$ cat src/rtl/seq_chaser_pkg.sv
// Shared types and limits for the LED chaser: pattern modes, sequencer states
// and the legal parameter ranges checked at elaboration.
package seq_chaser_pkg;

    typedef enum logic [1:0] {
        CHASE_R = 2'd0,
        CHASE_L = 2'd1,
        BOUNCE  = 2'd2,
        FILL    = 2'd3
    } mode_e;

    typedef enum logic [1:0] {
        BLANK = 2'd0,
        UP    = 2'd1,
        DOWN  = 2'd2
    } state_e;

    localparam int MIN_LEDS     = 2;
    localparam int MAX_LEDS     = 32;
    localparam int MIN_TICK_DIV = 1;
    localparam int MAX_TICK_DIV = 1 << 24;

endpackage

$ cat src/rtl/seq_chaser_if.sv
// Control and status bundle of the LED chaser. The master side chooses run/pause,
// pattern and speed; the slave side (the chaser) returns the LED pattern and pulses.
interface seq_chaser_if
    import seq_chaser_pkg::*;
#(
    parameter int NUM_LEDS = 5
);
    logic                enable;
    mode_e               mode;
    logic [1:0]          speed;
    logic [NUM_LEDS-1:0] leds;
    logic                step_tick;
    logic                wrap;

    modport master (
        output enable, mode, speed,
        input  leds, step_tick, wrap
    );

    modport slave (
        input  enable, mode, speed,
        output leds, step_tick, wrap
    );
endinterface

$ cat src/rtl/seq_chaser_prescaler.sv
// Step-rate prescaler: counts enabled cycles and flags the last cycle of each
// step period (TICK_DIV << speed). A count already past a newly shortened period
// ends the period immediately instead of running out of range.
module chaser_prescaler #(
    parameter int TICK_DIV = 1000000
) (
    input  logic       clk,
    input  logic       reset,
    input  logic       enable,
    input  logic [1:0] speed,
    output logic       tick
);
    localparam int CNT_W = $clog2(TICK_DIV * 8) + 1;
    localparam logic [CNT_W-1:0] BASE = CNT_W'(TICK_DIV);

    logic [CNT_W-1:0] count_q;
    logic [CNT_W-1:0] count_d;
    logic [CNT_W-1:0] period_m1;

    // Tick on the last count of the period; pausing holds the count where it is.
    always_comb begin
        period_m1 = (BASE << speed) - CNT_W'(1);
        tick      = enable && (count_q >= period_m1);
        count_d   = count_q;
        if (enable) begin
            count_d = tick ? '0 : count_q + CNT_W'(1);
        end
    end

    // Count register with synchronous reset.
    always_ff @(posedge clk) begin
        if (reset) begin
            count_q <= '0;
        end else begin
            count_q <= count_d;
        end
    end
endmodule

$ cat src/rtl/seq_chaser.sv
// LED chaser top: a prescaler paces a small BLANK/UP/DOWN sequencer whose
// state and position are decoded into one of four LED patterns. All outputs
// are registered and change on the edge that consumes a tick.
module seq_chaser
    import seq_chaser_pkg::*;
#(
    parameter int NUM_LEDS = 5,
    parameter int TICK_DIV = 1000000
) (
    input  logic        clk,
    input  logic        reset,
    seq_chaser_if.slave bus
);
    localparam int POS_W = $clog2(NUM_LEDS);
    localparam logic [POS_W-1:0] POS_LAST = POS_W'(NUM_LEDS - 1);
    localparam logic [POS_W-1:0] POS_ONE  = POS_W'(1);

    if (NUM_LEDS < MIN_LEDS || NUM_LEDS > MAX_LEDS) begin : g_bad_num_leds
        $error("seq_chaser: NUM_LEDS must lie in 2..32");
    end
    if (TICK_DIV < MIN_TICK_DIV || TICK_DIV > MAX_TICK_DIV) begin : g_bad_tick_div
        $error("seq_chaser: TICK_DIV must lie in 1..2^24");
    end

    logic                tick;
    state_e              state_q, state_d;
    logic [POS_W-1:0]    pos_q, pos_d;
    mode_e               mode_q, mode_d;
    logic [NUM_LEDS-1:0] leds_q, leds_d;
    logic                step_tick_q, step_tick_d;
    logic                wrap_q, wrap_d;

    chaser_prescaler #(
        .TICK_DIV (TICK_DIV)
    ) u_prescaler (
        .clk    (clk),
        .reset  (reset),
        .enable (bus.enable),
        .speed  (bus.speed),
        .tick   (tick)
    );

    function automatic logic [NUM_LEDS-1:0] decode(mode_e m, state_e s, logic [POS_W-1:0] p);
        logic [NUM_LEDS-1:0] r;
        r = '0;
        if (s != BLANK) begin
            for (int i = 0; i < NUM_LEDS; i++) begin
                case (m)
                    CHASE_L: r[i] = (i == NUM_LEDS - 1 - int'(p));
                    FILL:    r[i] = (i <= int'(p));
                    default: r[i] = (i == int'(p));
                endcase
            end
        end
        return r;
    endfunction

    // Next step on a tick: a mode change blanks first, otherwise walk the pattern.
    always_comb begin
        state_d     = state_q;
        pos_d       = pos_q;
        mode_d      = mode_q;
        leds_d      = leds_q;
        step_tick_d = 1'b0;
        wrap_d      = 1'b0;
        if (tick) begin
            step_tick_d = 1'b1;
            mode_d      = bus.mode;
            if (bus.mode != mode_q) begin
                state_d = BLANK;
                pos_d   = '0;
            end else begin
                unique case (state_q)
                    BLANK: begin
                        state_d = UP;
                        pos_d   = '0;
                    end
                    UP: begin
                        if (pos_q != POS_LAST) begin
                            pos_d = pos_q + POS_ONE;
                        end else if (mode_q == BOUNCE) begin
                            state_d = DOWN;
                            pos_d   = POS_LAST - POS_ONE;
                            wrap_d  = (POS_LAST == POS_ONE);
                        end else begin
                            state_d = BLANK;
                            pos_d   = '0;
                            wrap_d  = 1'b1;
                        end
                    end
                    DOWN: begin
                        if (pos_q == '0) begin
                            state_d = UP;
                            pos_d   = POS_ONE;
                        end else begin
                            pos_d  = pos_q - POS_ONE;
                            wrap_d = (pos_q == POS_ONE);
                        end
                    end
                    default: begin
                        state_d = BLANK;
                        pos_d   = '0;
                    end
                endcase
            end
            leds_d = decode(mode_d, state_d, pos_d);
        end
    end

    // Sequencer and output registers; reset overrides enable and any pending tick.
    always_ff @(posedge clk) begin
        if (reset) begin
            state_q     <= BLANK;
            pos_q       <= '0;
            mode_q      <= CHASE_R;
            leds_q      <= '0;
            step_tick_q <= 1'b0;
            wrap_q      <= 1'b0;
        end else begin
            state_q     <= state_d;
            pos_q       <= pos_d;
            mode_q      <= mode_d;
            leds_q      <= leds_d;
            step_tick_q <= step_tick_d;
            wrap_q      <= wrap_d;
        end
    end

    assign bus.leds      = leds_q;
    assign bus.step_tick = step_tick_q;
    assign bus.wrap      = wrap_q;
endmodule

$ cat src/flat_wrapper.sv
// flat-port wrapper written by rule: the top's interface ports become plain ports
module seq_chaser_flat import seq_chaser_pkg::*;
#(
    parameter int NUM_LEDS = 5,
    parameter int TICK_DIV = 1000000
)
  (clk, reset, bus_enable, bus_mode, bus_speed, bus_leds, bus_step_tick, bus_wrap);
  seq_chaser_if #(.NUM_LEDS(NUM_LEDS)) bus_i ();
  input  logic clk;
  input  logic reset;
  input wire logic [$bits(bus_i.enable)-1:0] bus_enable;
  input wire logic [$bits(bus_i.mode)-1:0] bus_mode;
  input wire logic [$bits(bus_i.speed)-1:0] bus_speed;
  output wire logic [$bits(bus_i.leds)-1:0] bus_leds;
  output wire logic [$bits(bus_i.step_tick)-1:0] bus_step_tick;
  output wire logic [$bits(bus_i.wrap)-1:0] bus_wrap;
  assign bus_i.enable = bus_enable;
  assign bus_i.mode = bus_mode;
  assign bus_i.speed = bus_speed;
  assign bus_leds = bus_i.leds;
  assign bus_step_tick = bus_i.step_tick;
  assign bus_wrap = bus_i.wrap;
  seq_chaser #(.NUM_LEDS(NUM_LEDS), .TICK_DIV(TICK_DIV)) u_core (.clk(clk), .reset(reset), .bus(bus_i));
endmodule
$ cat config.mk
export PLATFORM = sky130hd
export DESIGN_NAME = seq_chaser_flat
export DESIGN_NICKNAME = d
export VERILOG_FILES = /design/src/rtl/seq_chaser_pkg.sv /design/src/rtl/seq_chaser_if.sv /design/src/rtl/seq_chaser_prescaler.sv /design/src/rtl/seq_chaser.sv /design/src/flat_wrapper.sv
export SDC_FILE = /design/constraint.sdc
export NUM_CORES = 1
export LEC_CHECK = 0
export CORE_MARGIN = 3
export CORE_UTILIZATION = 50
export CTS_CLUSTER_DIAMETER = 60
export DETAILED_ROUTE_END_ITERATION = 8
export GPL_TIMING_DRIVEN = 0
export MAX_ROUTING_LAYER = met4
export PLACE_DENSITY = 0.71
export SLEW_MARGIN = 20
export SYNTH_ARGS = -nofsm -noshare
export SYNTH_HDL_FRONTEND = slang
export SYNTH_HIERARCHICAL = 1
export SYNTH_SLANG_ARGS = --single-unit
$ cat constraint.sdc
create_clock -name clk -period 8.8 [get_ports clk]
set_input_delay 1.32 -clock clk [delete_from_list [all_inputs] [get_ports clk]]
set_output_delay 1.32 -clock clk [all_outputs]
set_load 0.05 [all_outputs]
==> impl_results.md, run 1 <==
* Crit path capture type: register
* Max_cap viols at 0
* Cell mode on critical path: ha_1
* WL/cell at 14.6 um
* Routability cong. at 0.857
* Ys Warns at 6
* Final Instance Count excl. Fillers at 430
* VDD IR max at 0.000132 V
* Synthesized area at 2970 um2
* Final hold violations at 0
* Top layer in use: met4
* Seq pwr share at 50.4%
* Post-Syn Instances at 337
* First-pass GRT wire length at 10600 um
* Initial Util at 52.7%
* All-Layer GR Usage at 18.6%
* Clock-pin slew on the worst setup and hold paths at 0.08 ns
* CTS Sinks at 38
* Worst-margin pin slew at 0.648 ns
* Setup bufs post-CTS at 0
* Setup WS pre-CTS at 3.34 ns
* WL met3 at 288 um
* Skew final at 0.0112 ns
* Syn avg cell area at 8.83 um2
* Full die area at 6910 um2
* #FFs+latches synth at 38
* Pre-Repair DR Iteration Count at 4
* I/O pins at 14
* Post-synth top flop: dfxtp_1
* Die height at 83.1 um
* Yosys cell types at 68
* Antenna cells at 0
* Tot Pwr at 0.000345 W
* Initial drt markers at 152
* Period utilization at 59.0%
* Status: finished, final reports clean
* Yosys top cell area share at 25.6%
* Via density at 5.63
* Core Rows at 27
* CTS max path bufs at 2
* Worst Path Class, Setup: in -> reg
* TritonCTS Buffers at 5
* Top cells by count, synth: ha_1 (41), dfxtp_1 (38), nor2_1 (24), nor3_1 (24), inv_1 (23)
* Slowest Stage Delay on Critical Path at 0.49 ns
* Post-DRT Antenna Nets at 0
* CTS tree: built
* CTS-repair resized insts at 0
* Clock root buffer: clkbuf_8
* Lkg Pwr at 1.30 nW
* Port buffer count at 12
* Residual DRC at 0
* Largest net degree at the start of global routing at 15
* Initial antenna violation count at 0
* Count leader, synth: ha_1
* Top cells by area, synth: dfxtp_1 (26%), ha_1 (17%), xnor2_1 (4.7%)
* Synth async-reset ratio at 0%
* Post-synth EDFFs at 0
* Net Sw Frac at 23.1%
* Met2 wire len at 2690 um
* Vias in the first global route at 2248
* Final setup viols at 0
* FF+latch area at 761 um2
* Seq/Total Area, Yosys at 25.6%
* Layout area overhead at 10.9%
* RSZ-0062 raised after global routing: false
* Power per Cell Area at 105 nW/um2
* Slew margin rel. at 56.8%
* CP Cell Sequence: clkdlybuf4s50_1 -> inv_1 -> ha_1 -> nor2_1 -> ha_1 -> nand3_1 -> nor4_4 -> o311ai_1 -> a31oi_4 -> buf_6 -> nor4b_1 -> o21ai_1 -> or3_4 -> o41ai_2
* Global route total overflow at 0
* Setup Total Neg Slack at 0 ns
* Sw Pwr at 0.0000797 W
* CP max stage cell: clkdlybuf4s50_1
* Core area at 5640 um2
* Required time worst endpoint at 9.00 ns
* # placed instances at 422
* DP Wirelength at 4650 um
* CTS Hold Buffers Added at 0
* Footprint of the multi-input gates at 2020 um2
* # nets final at 405
* Comb power frac at 7.0%
* Drt total wl at 6270 um
* Fmax at 193 MHz
* Fillers at 488
* Hold crit path type: reg -> reg
* Chip width at 83.1 um
* PnR worst setup slack at 3.61 ns
* Int Pwr at 0.000265 W
* Worst-path maximum fanout at 14
* Clock power frac at 42.5%
* CTS H-tree lvls at 2
* Area leader, netlist: dfxtp_1
* Share of cells above drive strength 1 at 12.0%
* Max-slew violations at 0
* Worst skew pair latency at 0.29 ns
* Worst EP arrival at 5.39 ns
* WL met1 at 3220 um
* DR vias at 2422
* Startpoint types: primary input
* Crit path time final at 5.19 ns
==> per-stage QoR <==
stage / utilization [%] / hold WS (ns) / area, um2
floorplan: - / 0.487 / 2980
global placement: 56.5 / 0.510 / 3190
detailed placement: 56.5 / 0.512 / 3190
CTS: 58.4 / 0.528 / 3300
global route: 58.4 / 0.566 / 3300
finish: 58.4 / 0.528 / 3300
==> cell families (layout without fill, tap and decap cells) <==
logic type	count (synthesis)	after routing	share of synthesized area (%)
compound gates	58	58	15.6
xor+xnor	23	23	6.77
fa+ha+maj	41	41	17.2
buf+inv	41	61	6.69
flops	38	38	25.6
mux	6	6	2.06
other cells	1	2	0.126
simple gates	129	129	25.9
==> routing by layer <==
layer	track usage, %	up-vias
met4	5.20	0
met1	26.8	1122
met3	3.37	9
met5	-	-
li1	-	1241
met2	26.3	50
==> cell usage in the layout, fill, tap and decap left out, drive strengths merged, types with 3 or more instances in the layout <==
cell,count
o21ai,9
clkbuf,10
nand4,12
and3,5
nor3,27
buf,11
nand2,18
ha,41
mux2i,5
a211oi,3
nand2b,6
nand3b,3
clkdlybuf4s50,12
xor2,7
inv,25
o21a,3
nand3,9
dfxtp,38
nor4,4
nor2,24
or3b,4
a21oi,13
or3,3
xnor2,16
a31oi,3
nor2b,3
a21boi,3
==> power by group through the flow <==
| stage | clock [W] | sequential [W] | combinational (W) |
|---|---|---|---|
| after floorplan | 0 | 0.000178 | 0.0000159 |
| after CTS | 0.000151 | 0.000174 | 0.0000243 |
| final | 0.000147 | 0.000174 | 0.0000243 |
| after detailed placement | 0 | 0.000178 | 0.0000241 |
| after global routing | 0.000159 | 0.000174 | 0.0000273 |
| after global placement | 0 | 0.000178 | 0.0000236 |
==> state kept, by name, indices dropped and copies added (netlist names) <==
name and cells:
u_core/bus.leds 5, u_core/bus.step_tick 1, u_core/bus.wrap 1, u_core/mode_q 2, u_core/pos_q 3, u_core/state_q 2
u_core/u_prescaler/count_q 24
==> path summary, 6_finish.rpt <==
check / from / to / slack (ns) / depth (start not counted)
worst max register to register: u_core/pos_q[0] / u_core/bus.leds[1] / 5.09 / 15
worst min-delay path: u_core/u_prescaler/count_q[0] / u_core/u_prescaler/count_q[0] / 0.53 / 2
worst min register to register: u_core/u_prescaler/count_q[0] / u_core/u_prescaler/count_q[0] / 0.53 / 2
worst max-delay path: bus_speed[1] / u_core/bus.leds[1] / 3.61 / 14
==> final cells by class <==
| cell class | instances | area share [%] |
|---|---|---|
| Clock inverter | 3 | 1.21 |
| Multi-Input combinational cell | 259 | 61.2 |
| Clock buffer | 5 | 2.09 |
| Sequential cell | 38 | 23.1 |
| Tap cell | 72 | 2.73 |
| Inverter | 25 | 2.85 |
| Buffer | 16 | 3.19 |
| Timing Repair Buffer | 12 | 3.64 |
==> critical path, delay by kind of cell <==
family / cells / cell delay, ns
AO/OA/AOI/OAI: 4 / 1.13
adder cells (fa/ha/maj): 2 / 0.58
buffers and inverters: 3 / 0.93
AND/OR/NAND/NOR: 5 / 1.42
(Power assumes the default switching activity.)
==> run 2, diff against run 1 <==
--- a/config.mk
+++ b/config.mk
@@ -11,7 +11,7 @@
 export DETAILED_ROUTE_END_ITERATION = 8
 export GPL_TIMING_DRIVEN = 0
 export MAX_ROUTING_LAYER = met4
-export PLACE_DENSITY = 0.71
+export PLACE_DENSITY = 0.74
 export SLEW_MARGIN = 20
 export SYNTH_ARGS = -nofsm -noshare
 export SYNTH_HDL_FRONTEND = slang
==> constraint.sdc (replaced) <==
create_clock -name clk -period 4.3 [get_ports clk]
set_input_delay 0.645 -clock clk [delete_from_list [all_inputs] [get_ports clk]]
set_output_delay 0.645 -clock clk [all_outputs]
set_load 0.05 [all_outputs]
==> impl_results.md, run 2 (synthesized netlist as in run 1, its figures left out) <==
* Power per Cell Area at 232 nW/um2 (+120%)
* I/O pins at 14 (unchanged)
* CTS tree: built
* CTS H-tree lvls at 2 (unchanged)
* Worst skew pair latency at 0.29 ns (about the same)
* VDD IR max at 0.000201 V (+53%)
* Final hold violations at 0 (unchanged)
* Worst EP arrival at 4.22 ns (-1.17 ns)
* Clock-pin slew on the worst setup and hold paths at 0.07 ns (about the same)
* Commonest non-fill, non-tap cells in the layout: ha_1 (40), dfxtp_1 (38), nor2_1 (24), nor3_1 (24), inv_1 (22)
* Tot Pwr at 0.000785 W (+130%)
* Final setup viols at 0 (unchanged)
* Initial antenna violation count at 0 (unchanged)
* Max-slew violations at 0 (unchanged)
* Slew margin rel. at 57.2% (+0.44 points)
* CTS max path bufs at 2 (unchanged)
* Die height at 83.1 um (unchanged)
* CTS Sinks at 38 (unchanged)
* RSZ-0062 raised after global routing: false
* Largest register FFs at 24 (unchanged)
* Core Rows at 27 (unchanged)
* Top layer in use: met4
* WL met1 at 3170 um (-1.4%)
* Status: finished, final reports clean
* WL/cell at 14.6 um (+0.13%)
* Worst-path maximum fanout at 14 (unchanged)
* Drt total wl at 6320 um (+0.83%)
* Met2 wire len at 2840 um (+5.3%)
* Post-DRT Antenna Nets at 0 (unchanged)
* Vias in the first global route at 2236 (-0.53%)
* First-pass GRT wire length at 10600 um (+0.13%)
* Required time worst endpoint at 4.50 ns (-4.50 ns)
* Setup Total Neg Slack at 0 ns (unchanged)
* Initial Util at 52.7% (unchanged)
* Max_cap viols at 0 (unchanged)
* All-Layer GR Usage at 18.8% (+0.25 points)
* Fmax at 249 MHz
* Hold crit path type: reg -> reg
* Layout area overhead at 13.7%
* Hold Path Stages at 2 (unchanged)
* CTS Hold Buffers Added at 0 (unchanged)
* Commonest non-fill, non-tap cell in the layout: ha_1
* Worst Path Class, Setup: in -> reg
* Initial drt markers at 117 (-23%)
* Largest net degree at the start of global routing at 15 (unchanged)
* DP Wirelength at 4720 um (+1.4%)
* R2R cell count at 15 (unchanged)
* TritonCTS Buffers at 5 (unchanged)
* Residual DRC at 0 (unchanged)
* Core area at 5640 um2 (unchanged)
* Chip width at 83.1 um (unchanged)
* Routability cong. at 0.870 (+1.6%)
* Port buffer count at 12 (unchanged)
* Pre-Repair DR Iteration Count at 5 (+1)
* Startpoint types: primary input
* Crit path capture type: register
* Full die area at 6910 um2 (unchanged)
* Global route total overflow at 0 (unchanged)
* Skew final at 0.00689 ns (-0.00431 ns)
* Worst-margin pin slew at 0.635 ns (-0.0132 ns)
* Top reg by flops: u_core/u_prescaler/count_q
* Share of cells above drive strength 1 at 14.1% (+2.1 points)
* WL met3 at 273 um (-5.2%)
* Via density at 5.65 (+0.37%)
* DR vias at 2448 (+1.1%)
* Lkg Pwr at 1.33 nW (+1.7%)
* Period utilization at 93.6%
* Crit path time final at 4.02 ns
* Antenna cells at 0 (unchanged)
* # nets final at 408 (+0.74%)
* Clock root buffer: clkbuf_8
run 2: power breakdown:
| group | total, W | internal (W) | switching [W] | leakage, nW |
|---|---|---|---|---|
| Sequential | 0.000356 | 0.000353 | 0.00000230 | 0.306 |
| Clock | 0.000377 | 0.000248 | 0.000130 | 0.0714 |
| Combinational | 0.0000526 | 0.0000197 | 0.0000329 | 0.948 |
| Total | 0.000785 | 0.000621 | 0.000165 | 1.33 |
run 2: per-stage QoR:
step | hold slack, ns | util, % | instances | setup slack, ns | cell area (um2)
after floorplan | 0.487 | - | 338 | 0.634 | 2980
after global placement | 0.507 | 56.5 | 422 | -0.466 | 3190
after detailed placement | 0.516 | 56.5 | 422 | -0.493 | 3190
after CTS | 0.530 | 59.1 | 430 | 0.0383 | 3340
after global routing | 0.550 | 59.9 | 433 | 0.0371 | 3380
final | 0.521 | 59.9 | 433 | 0.276 | 3380
run 2: layer usage:
layer	vias to the layer above	GRT usage [%]
li1	1250	-
met1	1147	26.2
met2	47	28.5
met3	4	3.37
met4	0	4.01
met5	-	-
run 2: area by class of cell:
cell class	count	area, um2
Fill cell	481	2260
Multi-Input combinational cell	259	2050
Sequential cell	38	761
Timing Repair Buffer	15	143
Buffer	16	105
Inverter	25	93.8
Tap cell	72	90.1
Clock buffer	6	82.6
Clock inverter	2	60.1
run 2: what timing repair did:
item	CTS	global route
setup buffers	0	3
pin swaps	0	1
gates resized for setup	2	4
endpoints found under the setup margin	3	4
run 2: worst paths after layout:
path,start,to,slack [ns]
min,u_core/bus.leds[3],u_core/bus.leds[3],0.52
max,bus_speed[0],u_core/bus.leds[1],0.28
max reg2reg,u_core/pos_q[0],u_core/bus.leds[1],0.62
min reg2reg,u_core/bus.leds[3],u_core/bus.leds[3],0.52
run 2: worst max-delay path, cell delays in order:
cell             delay [ns]
clkdlybuf4s50_1        0.57
inv_1                  0.13
ha_2                   0.24
ha_1                   0.30
nand4_2                0.15
nor4_4                 0.36
buf_4                  0.18
a2111oi_4              0.08
a31oi_4                0.27
buf_6                  0.21
nor4b_4                0.27
o21ai_2                0.16
or3_4                  0.37
o41ai_2                0.30
==> run 3, diff against run 2 <==
--- a/config.mk
+++ b/config.mk
@@ -12,6 +12,7 @@
 export GPL_TIMING_DRIVEN = 0
 export MAX_ROUTING_LAYER = met4
 export PLACE_DENSITY = 0.74
+export SKIP_CTS_REPAIR_TIMING = 1
 export SLEW_MARGIN = 20
 export SYNTH_ARGS = -nofsm -noshare
 export SYNTH_HDL_FRONTEND = slang
==> impl_results.md, run 3 (synthesized netlist as in run 1, its figures left out) <==
* Crit path capture type: register
* Top reg by flops: u_core/u_prescaler/count_q
* Power per Cell Area at 232 nW/um2 (-0.23%)
* Worst-margin pin slew at 0.648 ns (+0.0134 ns)
* RSZ-0062 raised after global routing: false
* Core area at 5640 um2 (unchanged)
* Hold crit path type: reg -> reg
* Residual DRC at 0 (unchanged)
* Final setup viols at 0 (unchanged)
* Seq pwr share at 45.4% (about the same)
* Final core occ at 59.9% (unchanged)
* Initial drt markers at 137 (+17%)
* Final Instance Count excl. Fillers at 433 (unchanged)
* Required time worst endpoint at 4.50 ns (about the same)
* # placed instances at 422 (unchanged)
* First-pass GRT wire length at 10600 um (+0.20%)
* All-Layer GR Usage at 18.8% (+0.021 points)
* Largest net degree at the start of global routing at 15 (unchanged)
* I/O pins at 14 (unchanged)
* Period utilization at 94.2% (+0.58 points)
* TritonCTS Buffers at 5 (unchanged)
* Startpoint types: primary input
* Initial antenna violation count at 0 (unchanged)
* CTS H-tree lvls at 2 (unchanged)
* Clock root buffer: clkbuf_8
* Global route total overflow at 0 (unchanged)
* Skew final at 0.00769 ns (+0.000800 ns)
* Final hold violations at 0 (unchanged)
* Commonest non-fill, non-tap cell in the layout: ha_1
* Post-DRT Antenna Nets at 0 (unchanged)
* Area of placed instances at 3190 um2 (unchanged)
* Worst skew pair latency at 0.29 ns (about the same)
* Worst Path Class, Setup: in -> reg
* Core Rows at 27 (unchanged)
* Full die area at 6910 um2 (unchanged)
* Max_cap viols at 0 (unchanged)
* Chip width at 83.1 um (unchanged)
* DP Wirelength at 4720 um (unchanged)
* Share of cells above drive strength 1 at 14.1% (unchanged)
* Sw Pwr at 0.000163 W (-1.1%)
* WL/cell at 14.6 um (+0.25%)
* Via density at 5.63 (-0.37%)
* Layout area overhead at 13.7% (unchanged)
* Worst-path maximum fanout at 14 (unchanged)
* Comb power frac at 6.7% (about the same)
* Die height at 83.1 um (unchanged)
* Clock-pin slew on the worst setup and hold paths at 0.07 ns (about the same)
* Initial Util at 52.7% (unchanged)
* Worst EP arrival at 4.25 ns (+0.03 ns)
* Fin area at 3380 um2 (unchanged)
* Vias in the first global route at 2242 (+0.27%)
* VDD IR max at 0.000202 V (+0.30%)
* Antenna cells at 0 (unchanged)
* Commonest non-fill, non-tap cells in the layout: ha_1 (40), dfxtp_1 (38), nor2_1 (24), nor3_1 (24), inv_1 (22)
* Slew margin rel. at 56.3% (-0.90 points)
* Pre-Repair DR Iteration Count at 4 (-1)
* DR vias at 2439 (-0.37%)
* Drt total wl at 6340 um (+0.25%)
* CTS tree: built
* Int Pwr at 0.000621 W (about the same)
* Clock power frac at 47.9% (about the same)
* CTS max path bufs at 2 (unchanged)
* Status: finished, final reports clean
* Fmax at 247 MHz (-0.62%)
* Lkg Pwr at 1.33 nW (unchanged)
* Max-slew violations at 0 (unchanged)
* Routability cong. at 0.870 (unchanged)
* Net Sw Frac at 20.8% (-0.17 points)
* # nets final at 408 (unchanged)
* Crit path time final at 4.05 ns (+0.0250 ns)
* Port buffer count at 12 (unchanged)
* CTS Sinks at 38 (unchanged)
* Setup Total Neg Slack at 0 ns (unchanged)
* Largest register FFs at 24 (unchanged)
-- run 3: power groups by stage --
stage	clock (W)	combinational, W	sequential, W
after floorplan	0	0.0000326	0.000363
after global placement	0	0.0000481	0.000364
after detailed placement	0	0.0000496	0.000364
after CTS	0.000387	0.0000502	0.000356
after global routing	0.000399	0.0000586	0.000356
final	0.000376	0.0000523	0.000356
-- run 3: layout make-up --
type	count	area, um2
clock buffers	6	82.6
fillers	481	2260
well taps	72	90.1
multi-input cells	259	2050
clock inverters	2	60.1
plain buffers	16	105
inverters	25	93.8
flip-flops and latches	38	761
repair buffers	15	143
-- run 3: path summary, 6_finish.rpt --
path | startpoint | end | slack (ns) | cells after the start
max reg2reg | u_core/pos_q[0] | u_core/bus.leds[1] | 0.62 | 15
max | bus_speed[0] | u_core/bus.leds[1] | 0.25 | 14
min reg2reg | u_core/bus.leds[3] | u_core/bus.leds[3] | 0.52 | 2
min | u_core/bus.leds[3] | u_core/bus.leds[3] | 0.52 | 2
-- run 3: critical path, stage by stage --
cell and delay (ns):
clkdlybuf4s50_1 0.57, inv_1 0.13, ha_2 0.24, ha_1 0.30, nand4_2 0.15, nor4_4 0.36
buf_4 0.18, a2111oi_4 0.08, a31oi_4 0.27, buf_6 0.21, nor4b_4 0.28, o21ai_2 0.17
or3_4 0.37, o41ai_2 0.30
-- run 3: through the flow --
step	setup WS (ns)	power, W	hold WS, ns
3_3_place_gp	-0.466	0.000412	0.507
2_1_floorplan	0.634	0.000396	0.487
4_1_cts	-0.234	0.000792	0.530
3_5_place_dp	-0.493	0.000414	0.516
5_1_grt	0.0305	0.000814	0.550
6_report	0.251	0.000784	0.521
-- run 3: layer usage --
metal | routed length (um) | vias to the layer above | track usage [%]
li1 | - | 1249 | -
met1 | 3150 | 1153 | 26.1
met2 | 2910 | 33 | 28.6
met3 | 240 | 4 | 3.37
met4 | 40 | 0 | 4.01
met5 | 0 | - | -
